===== src/rtl/iir_pkg.sv =====
// Shared constants, sample types and round/saturate helper
// for the IIR output conditioning path.
package iir_pkg;

  localparam int IIR_IN_W      = 32;
  localparam int IIR_OUT_W     = 16;
  localparam int IIR_RND_SHIFT = 4;
  localparam int IIR_DECIM_MAX = 4;

  typedef logic signed [IIR_IN_W-1:0]  in_smp_t;
  typedef logic signed [IIR_OUT_W-1:0] out_smp_t;

  typedef struct packed {
    logic              sat;
    logic signed [63:0] val;
  } sr_t;

  // Round half-up by dropping rnd LSBs, then clamp to an ow-bit
  // signed range. val carries the clamped value sign-extended.
  function automatic sr_t sat_round(
    input logic signed [63:0] avg,
    input int                 rnd,
    input int                 ow
  );
    logic signed [63:0] r;
    logic signed [63:0] hi;
    logic signed [63:0] lo;
    sr_t                res;
    if (rnd > 0)
      r = (avg + (64'sd1 <<< (rnd - 1))) >>> rnd;
    else
      r = avg;
    hi      = (64'sd1 <<< (ow - 1)) - 64'sd1;
    lo      = -(64'sd1 <<< (ow - 1));
    res.sat = 1'b0;
    res.val = r;
    if (r > hi) begin
      res.sat = 1'b1;
      res.val = hi;
    end else if (r < lo) begin
      res.sat = 1'b1;
      res.val = lo;
    end
    return res;
  endfunction

endpackage


===== src/rtl/iir_fifo2.sv =====
// Two-entry synchronous FIFO; head word holds its value when
// drained. Push into a full FIFO is accepted only with a pop.
module iir_fifo2 #(
  parameter int W = 8
) (
  input  logic         clk,
  input  logic         rst,
  input  logic         push,
  input  logic [W-1:0] wdata,
  input  logic         pop,
  output logic [W-1:0] rdata,
  output logic         full,
  output logic         empty
);

  logic [W-1:0] mem0;
  logic [W-1:0] mem1;
  logic [1:0]   count;
  logic         pop_ok;

  assign pop_ok = pop && (count != 2'd0);
  assign rdata  = mem0;
  assign full   = (count == 2'd2);
  assign empty  = (count == 2'd0);

  // Shift-style storage: mem0 is always the head word.
  always_ff @(posedge clk) begin
    if (rst) begin
      mem0  <= '0;
      mem1  <= '0;
      count <= 2'd0;
    end else begin
      case (count)
        2'd0: begin
          if (push) begin
            mem0  <= wdata;
            count <= 2'd1;
          end
        end
        2'd1: begin
          if (push && pop_ok) begin
            mem0 <= wdata;
          end else if (push) begin
            mem1  <= wdata;
            count <= 2'd2;
          end else if (pop_ok) begin
            count <= 2'd0;
          end
        end
        2'd2: begin
          if (pop_ok) begin
            mem0 <= mem1;
            if (push) mem1 <= wdata;
            else      count <= 2'd1;
          end
        end
        default: count <= 2'd0;
      endcase
    end
  end

endmodule


===== src/rtl/iir_out_cond.sv =====
// Boxcar decimate, round/saturate and buffer the biquad output.
// Optional saturation counter: define IIR_OUT_SAT_CNT_EN.
module iir_out_cond
  import iir_pkg::*;
#(
  parameter int IN_WIDTH       = IIR_IN_W,
  parameter int OUT_WIDTH      = IIR_OUT_W,
  parameter int RND_SHIFT      = IIR_RND_SHIFT,
  parameter int DECIM_LOG2_MAX = IIR_DECIM_MAX
) (
  input  logic                        clk,
  input  logic                        rst,
  input  logic                        in_valid,
  input  logic signed [IN_WIDTH-1:0]  in_data,
  input  logic [3:0]                  decim_log2,
  output logic                        out_valid,
  input  logic                        out_ready,
  output logic signed [OUT_WIDTH-1:0] out_data,
  output logic                        out_sat,
`ifdef IIR_OUT_SAT_CNT_EN
  output logic [15:0]                 sat_count,
  input  logic                        sat_count_clr,
`endif
  output logic                        overrun
);

  localparam int ACC_W = IN_WIDTH + DECIM_LOG2_MAX;
  localparam int CNT_W = (DECIM_LOG2_MAX > 0) ? DECIM_LOG2_MAX : 1;

  logic signed [ACC_W-1:0] acc;
  logic signed [ACC_W-1:0] sum;
  logic signed [ACC_W-1:0] avg_reg;
  logic                    avg_vld;
  logic [CNT_W-1:0]        cnt;
  logic [3:0]              d_blk;
  logic [3:0]              d_clip;
  logic [3:0]              d_eff;
  logic                    last;
  sr_t                     sr;
  logic [OUT_WIDTH:0]      wword;
  logic [OUT_WIDTH:0]      rword;
  logic                    full;
  logic                    empty;
  logic                    pop;
  logic                    push_ok;

  // The block exponent is taken live on a block's first sample.
  always_comb begin
    d_clip = decim_log2;
    if (32'(decim_log2) > DECIM_LOG2_MAX)
      d_clip = 4'(DECIM_LOG2_MAX);
    d_eff = (cnt == '0) ? d_clip : d_blk;
    sum   = acc + ACC_W'(in_data);
    last  = (32'(cnt) == (32'd1 << d_eff) - 32'd1);
  end

  // Stage 1: accumulate a block and emit its floor average.
  always_ff @(posedge clk) begin
    if (rst) begin
      acc     <= '0;
      cnt     <= '0;
      d_blk   <= '0;
      avg_reg <= '0;
      avg_vld <= 1'b0;
    end else begin
      avg_vld <= 1'b0;
      if (in_valid) begin
        if (cnt == '0) d_blk <= d_clip;
        if (last) begin
          avg_reg <= sum >>> d_eff;
          avg_vld <= 1'b1;
          acc     <= '0;
          cnt     <= '0;
        end else begin
          acc <= sum;
          cnt <= cnt + 1'b1;
        end
      end
    end
  end

  // Stage 2: round and clamp the average to the bus width.
  always_comb begin
    sr    = sat_round(64'(avg_reg), RND_SHIFT, OUT_WIDTH);
    wword = {sr.sat, OUT_WIDTH'(sr.val)};
  end

  assign pop     = !empty && out_ready;
  assign push_ok = avg_vld && (!full || pop);

  iir_fifo2 #(
    .W (OUT_WIDTH + 1)
  ) u_fifo (
    .clk   (clk),
    .rst   (rst),
    .push  (avg_vld),
    .wdata (wword),
    .pop   (pop),
    .rdata (rword),
    .full  (full),
    .empty (empty)
  );

  assign out_valid = !empty;
  assign out_data  = rword[OUT_WIDTH-1:0];
  assign out_sat   = rword[OUT_WIDTH];

  // Flag a result lost to a full buffer with no pop.
  always_ff @(posedge clk) begin
    if (rst) overrun <= 1'b0;
    else     overrun <= avg_vld && full && !pop;
  end

`ifdef IIR_OUT_SAT_CNT_EN
  // Count saturated pushes; clear wins over increment.
  always_ff @(posedge clk) begin
    if (rst || sat_count_clr)
      sat_count <= '0;
    else if (push_ok && sr.sat && sat_count != 16'hFFFF)
      sat_count <= sat_count + 16'd1;
  end
`else
  logic unused_push_ok;
  assign unused_push_ok = push_ok;
`endif

endmodule


===== config.mk =====
export PLATFORM = sky130hd
export DESIGN_NAME = iir_out_cond
export DESIGN_NICKNAME = d
export VERILOG_FILES = /design/src/rtl/iir_pkg.sv /design/src/rtl/iir_fifo2.sv /design/src/rtl/iir_out_cond.sv
export SDC_FILE = /design/constraint.sdc
export NUM_CORES = 1
export LEC_CHECK = 0
export BUFFER_PORTS_ARGS = -buffer_cell sky130_fd_sc_hd__buf_2
export CORE_MARGIN = 10
export CORE_UTILIZATION = 67
export DETAILED_ROUTE_END_ITERATION = 6
export PLACE_DENSITY = 0.95
export SETUP_SLACK_MARGIN = 0.5
export SYNTH_ARGS = -nofsm -noshare
export SYNTH_HDL_FRONTEND = slang
export SYNTH_SLANG_ARGS = --single-unit

===== constraint.sdc =====
create_clock -name clk -period 7.9 [get_ports clk]
set_input_delay 1.58 -clock clk [delete_from_list [all_inputs] [get_ports clk]]
set_output_delay 1.58 -clock clk [all_outputs]
set_load 0.05 [all_outputs]

==> flow_results.xml, run 1 <==
<?xml version="1.0" encoding="UTF-8"?>
<metrics>
  <group name="outcome">
    <metric name="outcome" unit="">completed</metric>
  </group>
  <group name="logic_synthesis">
    <metric name="post_synth_main_area_contributors" unit="">sky130_fd_sc_hd__dfxtp_1 (26%), sky130_fd_sc_hd__a21oi_1 (5.7%), sky130_fd_sc_hd__nand2_1 (5.7%)</metric>
    <metric name="synth_top_flop_cell" unit="">sky130_fd_sc_hd__dfxtp_1</metric>
    <metric name="synthArstFlopShare" unit="">0</metric>
    <metric name="synthesis.instances" unit="">1204</metric>
    <metric name="yosys.area.top_type_share" unit="">0.257</metric>
    <metric name="seq_area_frac_synth" unit="">0.257</metric>
    <metric name="postSynthAreaPerCell" unit="µm²">7.45</metric>
    <metric name="ys_seq_elements" unit="">115</metric>
    <metric name="synth-warning-count" unit="">0</metric>
    <metric name="synthDominantAreaCellType" unit="">sky130_fd_sc_hd__dfxtp_1</metric>
    <metric name="postSynthNetCount" unit="">1285</metric>
    <metric name="synthDistinctLibCells" unit="">83</metric>
    <metric name="number_of_flops_mapped_to_enable_cells_by_yosys" unit="">0</metric>
    <metric name="synthesis.area" unit="µm²">8970</metric>
  </group>
  <group name="final_layout">
    <metric name="final.fill_count" unit="">994</metric>
    <metric name="layoutNonFillerInstCount" unit="">1402</metric>
    <metric name="layout.core_utilization" unit="">0.741</metric>
    <metric name="largest_reg_flops" unit="">36</metric>
    <metric name="antenna-diode-count" unit="">0</metric>
    <metric name="syn2layout_area_growth" unit="%">8.95</metric>
    <metric name="final_common_cell" unit="">sky130_fd_sc_hd__nand2_1</metric>
    <metric name="num-nets-final" unit="">1294</metric>
    <metric name="share_of_final_layout_standard_cells_stronger_than_drive_strength_1" unit="">0.107</metric>
    <metric name="layout.cells.most_common_list" unit="">sky130_fd_sc_hd__nand2_1 (137), sky130_fd_sc_hd__nor2_1 (129), sky130_fd_sc_hd__dfxtp_1 (115)</metric>
  </group>
  <group name="clocking">
    <metric name="cts_resized" unit="">0</metric>
    <metric name="clock_sink_count" unit="">115</metric>
    <metric name="htreeDepth" unit="">4</metric>
    <metric name="clock_pin_slew_of_the_registers_on_the_worst_case_setup_and_hold_paths" unit="ns">0.06</metric>
    <metric name="worst_skew_pair.late_latency" unit="ns">0.43</metric>
    <metric name="cts_inserted_buffers" unit="">17</metric>
    <metric name="cts_tree" unit="">built</metric>
    <metric name="ctsLongestPathBuffers" unit="">2</metric>
    <metric name="post-cts-setup-buffer-count" unit="">0</metric>
    <metric name="cts_root_buffer_type" unit="">sky130_fd_sc_hd__clkbuf_16</metric>
    <metric name="cts.hold.buffers_added" unit="">0</metric>
  </group>
  <group name="place">
    <metric name="gp_congestion" unit="">1.00</metric>
    <metric name="portBuffers" unit="">58</metric>
    <metric name="detailedPlace.worstSlack" unit="ns">1.89</metric>
    <metric name="hpwlAfterDp" unit="µm">19500</metric>
    <metric name="place.detailed.instances" unit="">1370</metric>
  </group>
  <group name="routing">
    <metric name="route.antenna.remaining_nets" unit="">0</metric>
    <metric name="avgViaCountPerCell" unit="">7.07</metric>
    <metric name="drtPass1Iterations" unit="">6</metric>
    <metric name="detailedRoute.firstIterationViolations" unit="">1235</metric>
    <metric name="drcViolationCount" unit="">0</metric>
    <metric name="avgRoutedWirePerCell" unit="µm">19.6</metric>
    <metric name="via_count" unit="">9908</metric>
    <metric name="route.final.wire_length" unit="µm">27500</metric>
  </group>
  <group name="sta">
    <metric name="report.final.hold_viol_count" unit="">0</metric>
    <metric name="fin_skew" unit="ns">0.00965</metric>
    <metric name="finalSetupViolations" unit="">0</metric>
    <metric name="timing_worst_slew_pin_value" unit="ns">1.12</metric>
    <metric name="setup_tns" unit="ns">0</metric>
    <metric name="drv_slew" unit="">0</metric>
    <metric name="relSlewSlack" unit="">0.255</metric>
    <metric name="worst_slack_on_hold_paths" unit="ns">0.466</metric>
    <metric name="rsz_0062_raised_after_global_routing" unit="">false</metric>
    <metric name="final.min_clock_period" unit="ns">5.70</metric>
    <metric name="postLayoutSetupSlackWorst" unit="ns">2.20</metric>
    <metric name="final.period_utilization" unit="">0.722</metric>
    <metric name="clock.fmax" unit="GHz">0.175</metric>
  </group>
  <group name="floorplan">
    <metric name="io-pin-count" unit="">59</metric>
    <metric name="num_rows" unit="">42</metric>
    <metric name="die_area" unit="µm²">18400</metric>
    <metric name="die_h" unit="µm">136</metric>
    <metric name="floorplan.initialDensity" unit="">0.680</metric>
    <metric name="placeableCoreArea" unit="µm²">13200</metric>
    <metric name="chipWidth" unit="µm">136</metric>
  </group>
  <group name="grt">
    <metric name="grt_first_pass_wirelength" unit="µm">44500</metric>
    <metric name="maximum_number_of_pins_on_one_net_before_global_route_repair" unit="">52</metric>
    <metric name="grt_overflow" unit="">0</metric>
    <metric name="vias_in_the_first_global_route" unit="">9107</metric>
    <metric name="antenna_found_initial" unit="">0</metric>
    <metric name="grt.total_usage" unit="">0.292</metric>
  </group>
  <group name="worst_hold_path">
    <metric name="hold_class" unit="">register to register</metric>
  </group>
  <group name="setup_path">
    <metric name="worst-setup-path-type" unit="">register to register</metric>
    <metric name="worst-endpoint-required" unit="ns">8.20</metric>
    <metric name="crit_arrival" unit="ns">6.00</metric>
    <metric name="crit_path_max_fanout" unit="">25</metric>
    <metric name="cp-start-kind" unit="">register</metric>
    <metric name="endpoint_kind" unit="">register</metric>
  </group>
  <group name="run">
    <metric name="cap_viol_max_count" unit="">0</metric>
  </group>
  <group name="pwr">
    <metric name="power_leakage" unit="nW">3.81</metric>
    <metric name="worst_ir_drop_vdd" unit="µV">159</metric>
    <metric name="pwr_density_cell" unit="nW/µm²">226</metric>
  </group>
</metrics>
## routing by layer
layer | part of all wire | global-route usage | vias up
met3 | 0.099 | 0.0612 | 154
li1 | - | - | 4566
met1 | 0.39 | 0.360 | 4503
met2 | 0.46 | 0.465 | 685
met4 | 0.052 | 0.161 | 0
met5 | 0 | 0 | -
## final timing paths
| kind | start | cells after the start | slack (ns) | end |
|---|---|---|---|---|
| min reg2reg | acc[16]$_SDFFE_PP0P_ | 2 | 0.47 | acc[16]$_SDFFE_PP0P_ |
| min | acc[16]$_SDFFE_PP0P_ | 2 | 0.47 | acc[16]$_SDFFE_PP0P_ |
| max reg2reg | cnt[0]$_SDFFE_PP0P_ | 17 | 2.20 | avg_reg[15]$_SDFFE_PP0P_ |
| max | cnt[0]$_SDFFE_PP0P_ | 17 | 2.20 | avg_reg[15]$_SDFFE_PP0P_ |
## cell usage after synthesis (all sizes together) (7+ instances only)
master and n:
nor4 10, nor2 131, a21o 9, a211oi 24, a221o 15, nand2 137
a21oi 103, nand4 25, and2 9, a311oi 11, mux2 7, o21ai 59
o211ai 30, inv 17, clkbuf 53, nand2b 8, a221oi 8, a22oi 12
and3 15, dfxtp 115, buf 22, nor3 66, a31oi 14, a211o 8
nand3 63, o31a 14, o21a 9, xnor2 26, ha 40, or3 11
mux2i 21, xor2 24
## power breakdown
part / switching (mW) / internal, mW / total, mW
clock: 0.302 / 0.404 / 0.707
sequential: 0.0300 / 0.617 / 0.647
combinational: 0.568 / 0.291 / 0.858
total: 0.900 / 1.31 / 2.21
## worst max-delay path, cell delays in order, from the launching register on
cell and delay, ns:
sky130_fd_sc_hd__dfxtp_1 0.39, sky130_fd_sc_hd__inv_1 0.12, sky130_fd_sc_hd__ha_1 0.21, sky130_fd_sc_hd__nor3b_2 0.78, sky130_fd_sc_hd__nor2_1 0.17, sky130_fd_sc_hd__a21o_1 0.52, sky130_fd_sc_hd__nor3_1 0.36, sky130_fd_sc_hd__inv_1 0.07
sky130_fd_sc_hd__ha_1 0.27, sky130_fd_sc_hd__nor2b_1 0.11, sky130_fd_sc_hd__o21ai_0 0.09, sky130_fd_sc_hd__a221oi_1 0.24, sky130_fd_sc_hd__o221ai_1 0.17, sky130_fd_sc_hd__a211oi_1 0.45, sky130_fd_sc_hd__and3_1 0.81, sky130_fd_sc_hd__buf_4 0.34
sky130_fd_sc_hd__nor2_1 0.05, sky130_fd_sc_hd__a2111oi_0 0.39
## through the flow
step                cell area (µm²)  power, mW
global placement               9240       1.45
floorplan                      8970       1.27
detailed placement             9240       1.47
global route                   9780       2.31
CTS                            9780       2.17
finish                         9780       2.21
## cell families (layout without fill, tap and decap cells)
logic type,count (synthesis),after routing,synth area share
compound gates,370,370,0.284
fa+ha+maj,41,41,0.0580
buf+inv,93,115,0.0422
mux,30,30,0.0372
flops,115,115,0.257
xor+xnor,50,50,0.0496
simple gates,505,505,0.272
## area by class of cell
class / count / area [µm²] / area share
sequential: 115 / 2300 / 0.235
timing repair buffer: 65 / 343 / 0.0351
tap: 176 / 220 / 0.0225
multi-input combinational: 996 / 6310 / 0.645
clock inverter: 13 / 103 / 0.0105
clock buffer: 19 / 433 / 0.0443
inverter: 18 / 67.6 / 0.00691
Power figures use the tool's default switching activity.
==> run 2, diff against run 1 <==
Settings changed: CORE_UTILIZATION 67 to 56, PLACE_DENSITY 0.95 to 0.86.
Clock period 7.9 ns to 4.8 ns, I/O delays scaled along.
==> run 2 against run 1 <==
Effect of this change: the run now ends with design-rule violations left; clock skew rose by 0.00073 ns; non-clock buffer count is 11 higher; largest power group unchanged; sequential cell count did not move; global-route usage fell by 4.9 points; routed wire length shrank 1.8%.
==> flow_results.xml, run 2 (synthesis gave the netlist of run 1 again) <==
<?xml version="1.0" encoding="UTF-8"?>
<metrics>
  <group name="routing">
    <metric name="drcViolationCount" unit="">4</metric>
    <metric name="avgViaCountPerCell" unit="">6.64</metric>
    <metric name="route.antenna.remaining_nets" unit="">0</metric>
    <metric name="via_count" unit="">9649</metric>
    <metric name="drtPass1Iterations" unit="">7</metric>
    <metric name="avgRoutedWirePerCell" unit="µm">18.6</metric>
    <metric name="detailedRoute.firstIterationViolations" unit="">1085</metric>
    <metric name="route.final.wire_length" unit="µm">27100</metric>
  </group>
  <group name="final_layout">
    <metric name="share_of_final_layout_standard_cells_stronger_than_drive_strength_1" unit="">0.119</metric>
    <metric name="layoutNonFillerInstCount" unit="">1453</metric>
    <metric name="largest_reg_flops" unit="">36</metric>
    <metric name="antenna-diode-count" unit="">0</metric>
    <metric name="num-nets-final" unit="">1305</metric>
    <metric name="final_common_cell" unit="">sky130_fd_sc_hd__nand2_1</metric>
    <metric name="layout.cells.most_common_list" unit="">sky130_fd_sc_hd__nand2_1 (137), sky130_fd_sc_hd__nor2_1 (129), sky130_fd_sc_hd__dfxtp_1 (115)</metric>
    <metric name="finish.instance_area" unit="µm²">10000</metric>
    <metric name="syn2layout_area_growth" unit="%">11.6</metric>
  </group>
  <group name="outcome">
    <metric name="violations_in_the_final_reports" unit="">design-rule violations</metric>
    <metric name="outcome" unit="">complete, but fails checks</metric>
  </group>
  <group name="sta">
    <metric name="worst_slack_on_hold_paths" unit="ns">0.466</metric>
    <metric name="setup_tns" unit="ns">0</metric>
    <metric name="clock.fmax" unit="GHz">0.242</metric>
    <metric name="report.final.hold_viol_count" unit="">0</metric>
    <metric name="fin_skew" unit="ns">0.0104</metric>
    <metric name="relSlewSlack" unit="">0.242</metric>
    <metric name="final.period_utilization" unit="">0.859</metric>
    <metric name="finalSetupViolations" unit="">0</metric>
    <metric name="drv_slew" unit="">0</metric>
    <metric name="rsz_0062_raised_after_global_routing" unit="">false</metric>
    <metric name="timing_worst_slew_pin_value" unit="ns">1.14</metric>
    <metric name="final.min_clock_period" unit="ns">4.12</metric>
  </group>
  <group name="place">
    <metric name="place.detailed.instances" unit="">1420</metric>
    <metric name="portBuffers" unit="">58</metric>
    <metric name="gp_congestion" unit="">0.955</metric>
    <metric name="hpwlAfterDp" unit="µm">19900</metric>
    <metric name="dpl-instance-area" unit="µm²">9370</metric>
  </group>
  <group name="setup_path">
    <metric name="crit_path_max_fanout" unit="">37</metric>
    <metric name="endpoint_kind" unit="">register</metric>
    <metric name="critical_path.startpoint" unit="">cnt[0]$_SDFFE_PP0P_</metric>
    <metric name="crit_arrival" unit="ns">4.49</metric>
    <metric name="cp-start-kind" unit="">register</metric>
    <metric name="worst_path_max_delay_cell" unit="">sky130_fd_sc_hd__nor3_1</metric>
    <metric name="path_buf_inv" unit="">2</metric>
    <metric name="startpoint_of_the_lowest_slack_register_to_register_path" unit="">cnt[0]$_SDFFE_PP0P_</metric>
    <metric name="worst-endpoint-required" unit="ns">5.17</metric>
    <metric name="worst-setup-path-type" unit="">register to register</metric>
    <metric name="critical_path.cell_chain" unit="">inv_1 &gt; ha_1 &gt; or3b_1 &gt; a21boi_2 &gt; buf_6 &gt; nand3_1 &gt; ha_1 &gt; o21ai_0 &gt; a221oi_1 &gt; o221ai_1 &gt; a211oi_2 &gt; nand3_1 &gt; nor3_1 &gt; and3_1 &gt; a221o_1</metric>
    <metric name="crit_family" unit="">simple AND/OR/NAND/NOR gates</metric>
    <metric name="crit_path_max_incr_delay" unit="ns">0.51</metric>
  </group>
  <group name="clocking">
    <metric name="cts_root_buffer_type" unit="">sky130_fd_sc_hd__clkbuf_16</metric>
    <metric name="clock_sink_count" unit="">115</metric>
    <metric name="cts_inserted_buffers" unit="">17</metric>
    <metric name="htreeDepth" unit="">4</metric>
    <metric name="cts_tree" unit="">built</metric>
    <metric name="worst_skew_pair.late_latency" unit="ns">0.43</metric>
    <metric name="ctsLongestPathBuffers" unit="">2</metric>
    <metric name="clock_pin_slew_of_the_registers_on_the_worst_case_setup_and_hold_paths" unit="ns">0.06</metric>
    <metric name="cts.hold.buffers_added" unit="">0</metric>
  </group>
  <group name="pwr">
    <metric name="worst_ir_drop_vdd" unit="µV">290</metric>
    <metric name="power_leakage" unit="nW">3.92</metric>
    <metric name="pwr_density_cell" unit="nW/µm²">379</metric>
    <metric name="report.power.total" unit="mW">3.80</metric>
  </group>
  <group name="grt">
    <metric name="grt.total_usage" unit="">0.243</metric>
    <metric name="maximum_number_of_pins_on_one_net_before_global_route_repair" unit="">63</metric>
    <metric name="grt_first_pass_wirelength" unit="µm">44400</metric>
    <metric name="vias_in_the_first_global_route" unit="">9004</metric>
    <metric name="grt_overflow" unit="">0</metric>
    <metric name="antenna_found_initial" unit="">0</metric>
  </group>
  <group name="floorplan">
    <metric name="die_h" unit="µm">147</metric>
    <metric name="io-pin-count" unit="">59</metric>
    <metric name="chipWidth" unit="µm">147</metric>
    <metric name="floorplan.initialDensity" unit="">0.569</metric>
    <metric name="num_rows" unit="">46</metric>
    <metric name="die_area" unit="µm²">21500</metric>
    <metric name="placeableCoreArea" unit="µm²">15800</metric>
  </group>
  <group name="worst_hold_path">
    <metric name="hold_class" unit="">register to register</metric>
    <metric name="min_from" unit="">acc[14]$_SDFFE_PP0P_</metric>
  </group>
  <group name="run">
    <metric name="cap_viol_max_count" unit="">0</metric>
  </group>
</metrics>
-- run 2: cell types whose count changed in the layout (fill, tap and decap cells not counted), moves of 2 or more --
| cell | delta |
|---|---|
| sky130_fd_sc_hd__clkinv_2 | -2 |
| sky130_fd_sc_hd__bufinv_16 | +2 |
| sky130_fd_sc_hd__clkinvlp_4 | -2 |
| sky130_fd_sc_hd__inv_6 | +2 |
| sky130_fd_sc_hd__inv_8 | +3 |
| sky130_fd_sc_hd__clkbuf_1 | -2 |
| sky130_fd_sc_hd__buf_4 | +11 |
| sky130_fd_sc_hd__clkinv_4 | -2 |
-- run 2: path summary, 6_finish.rpt --
| path | end | slack (ns) | depth (start not counted) |
|---|---|---|---|
| hold reg to reg | acc[14]$_SDFFE_PP0P_ | 0.47 | 2 |
| hold / removal | acc[14]$_SDFFE_PP0P_ | 0.47 | 2 |
| setup / recovery | avg_reg[17]$_SDFFE_PP0P_ | 0.68 | 15 |
| setup reg to reg | avg_reg[17]$_SDFFE_PP0P_ | 0.68 | 15 |
-- run 2: worst reg2reg max path: cells and delay by family, from the launching register on --
kind | cells | cell delay (ns)
AOI/OAI and AO/OA | 6 | 1.14
adders and majority gates | 2 | 0.49
buffers and inverters | 2 | 0.40
DFF | 1 | 0.37
and+or+nand+nor | 5 | 1.66
-- run 2: per-stage QoR --
stage / worst slack, ns / utilization
detailed placement: 0.345 / 0.594
global route: 0.487 / 0.635
global placement: 0.508 / 0.594
CTS: 0.501 / 0.633
finish: 0.676 / 0.635
floorplan: 0.571 / -
-- run 2: repair_timing --
item                       CTS  global route
resized for setup            0             4
buffers inserted             0             1
setup endpoints to repair    0            39
-- run 2: cell type report --
| cell class | count | area (µm²) |
|---|---|---|
| Tap cell | 216 | 270 |
| Clock inverter | 15 | 188 |
| Inverter | 18 | 67.6 |
| Fill cell | 1405 | 5760 |
| Multi-Input combinational cell | 996 | 6330 |
| Timing Repair Buffer | 76 | 432 |
| Clock buffer | 17 | 425 |
| Sequential cell | 115 | 2300 |
-- run 2: metal layers --
metal / up-vias / global-route usage / share of wire
met5: - / 0 / 0
met4: 0 / 0.122 / 0.045
met3: 103 / 0.0433 / 0.075
met2: 528 / 0.401 / 0.46
met1: 4432 / 0.297 / 0.42
li1: 4586 / - / -
-- run 2: where the power goes --
| part | total [mW] | switching, mW | internal [mW] |
|---|---|---|---|
| registers | 1.06 | 0.0474 | 1.02 |
| logic | 1.40 | 0.902 | 0.495 |
| clock network | 1.34 | 0.547 | 0.790 |
| total | 3.80 | 1.50 | 2.30 |
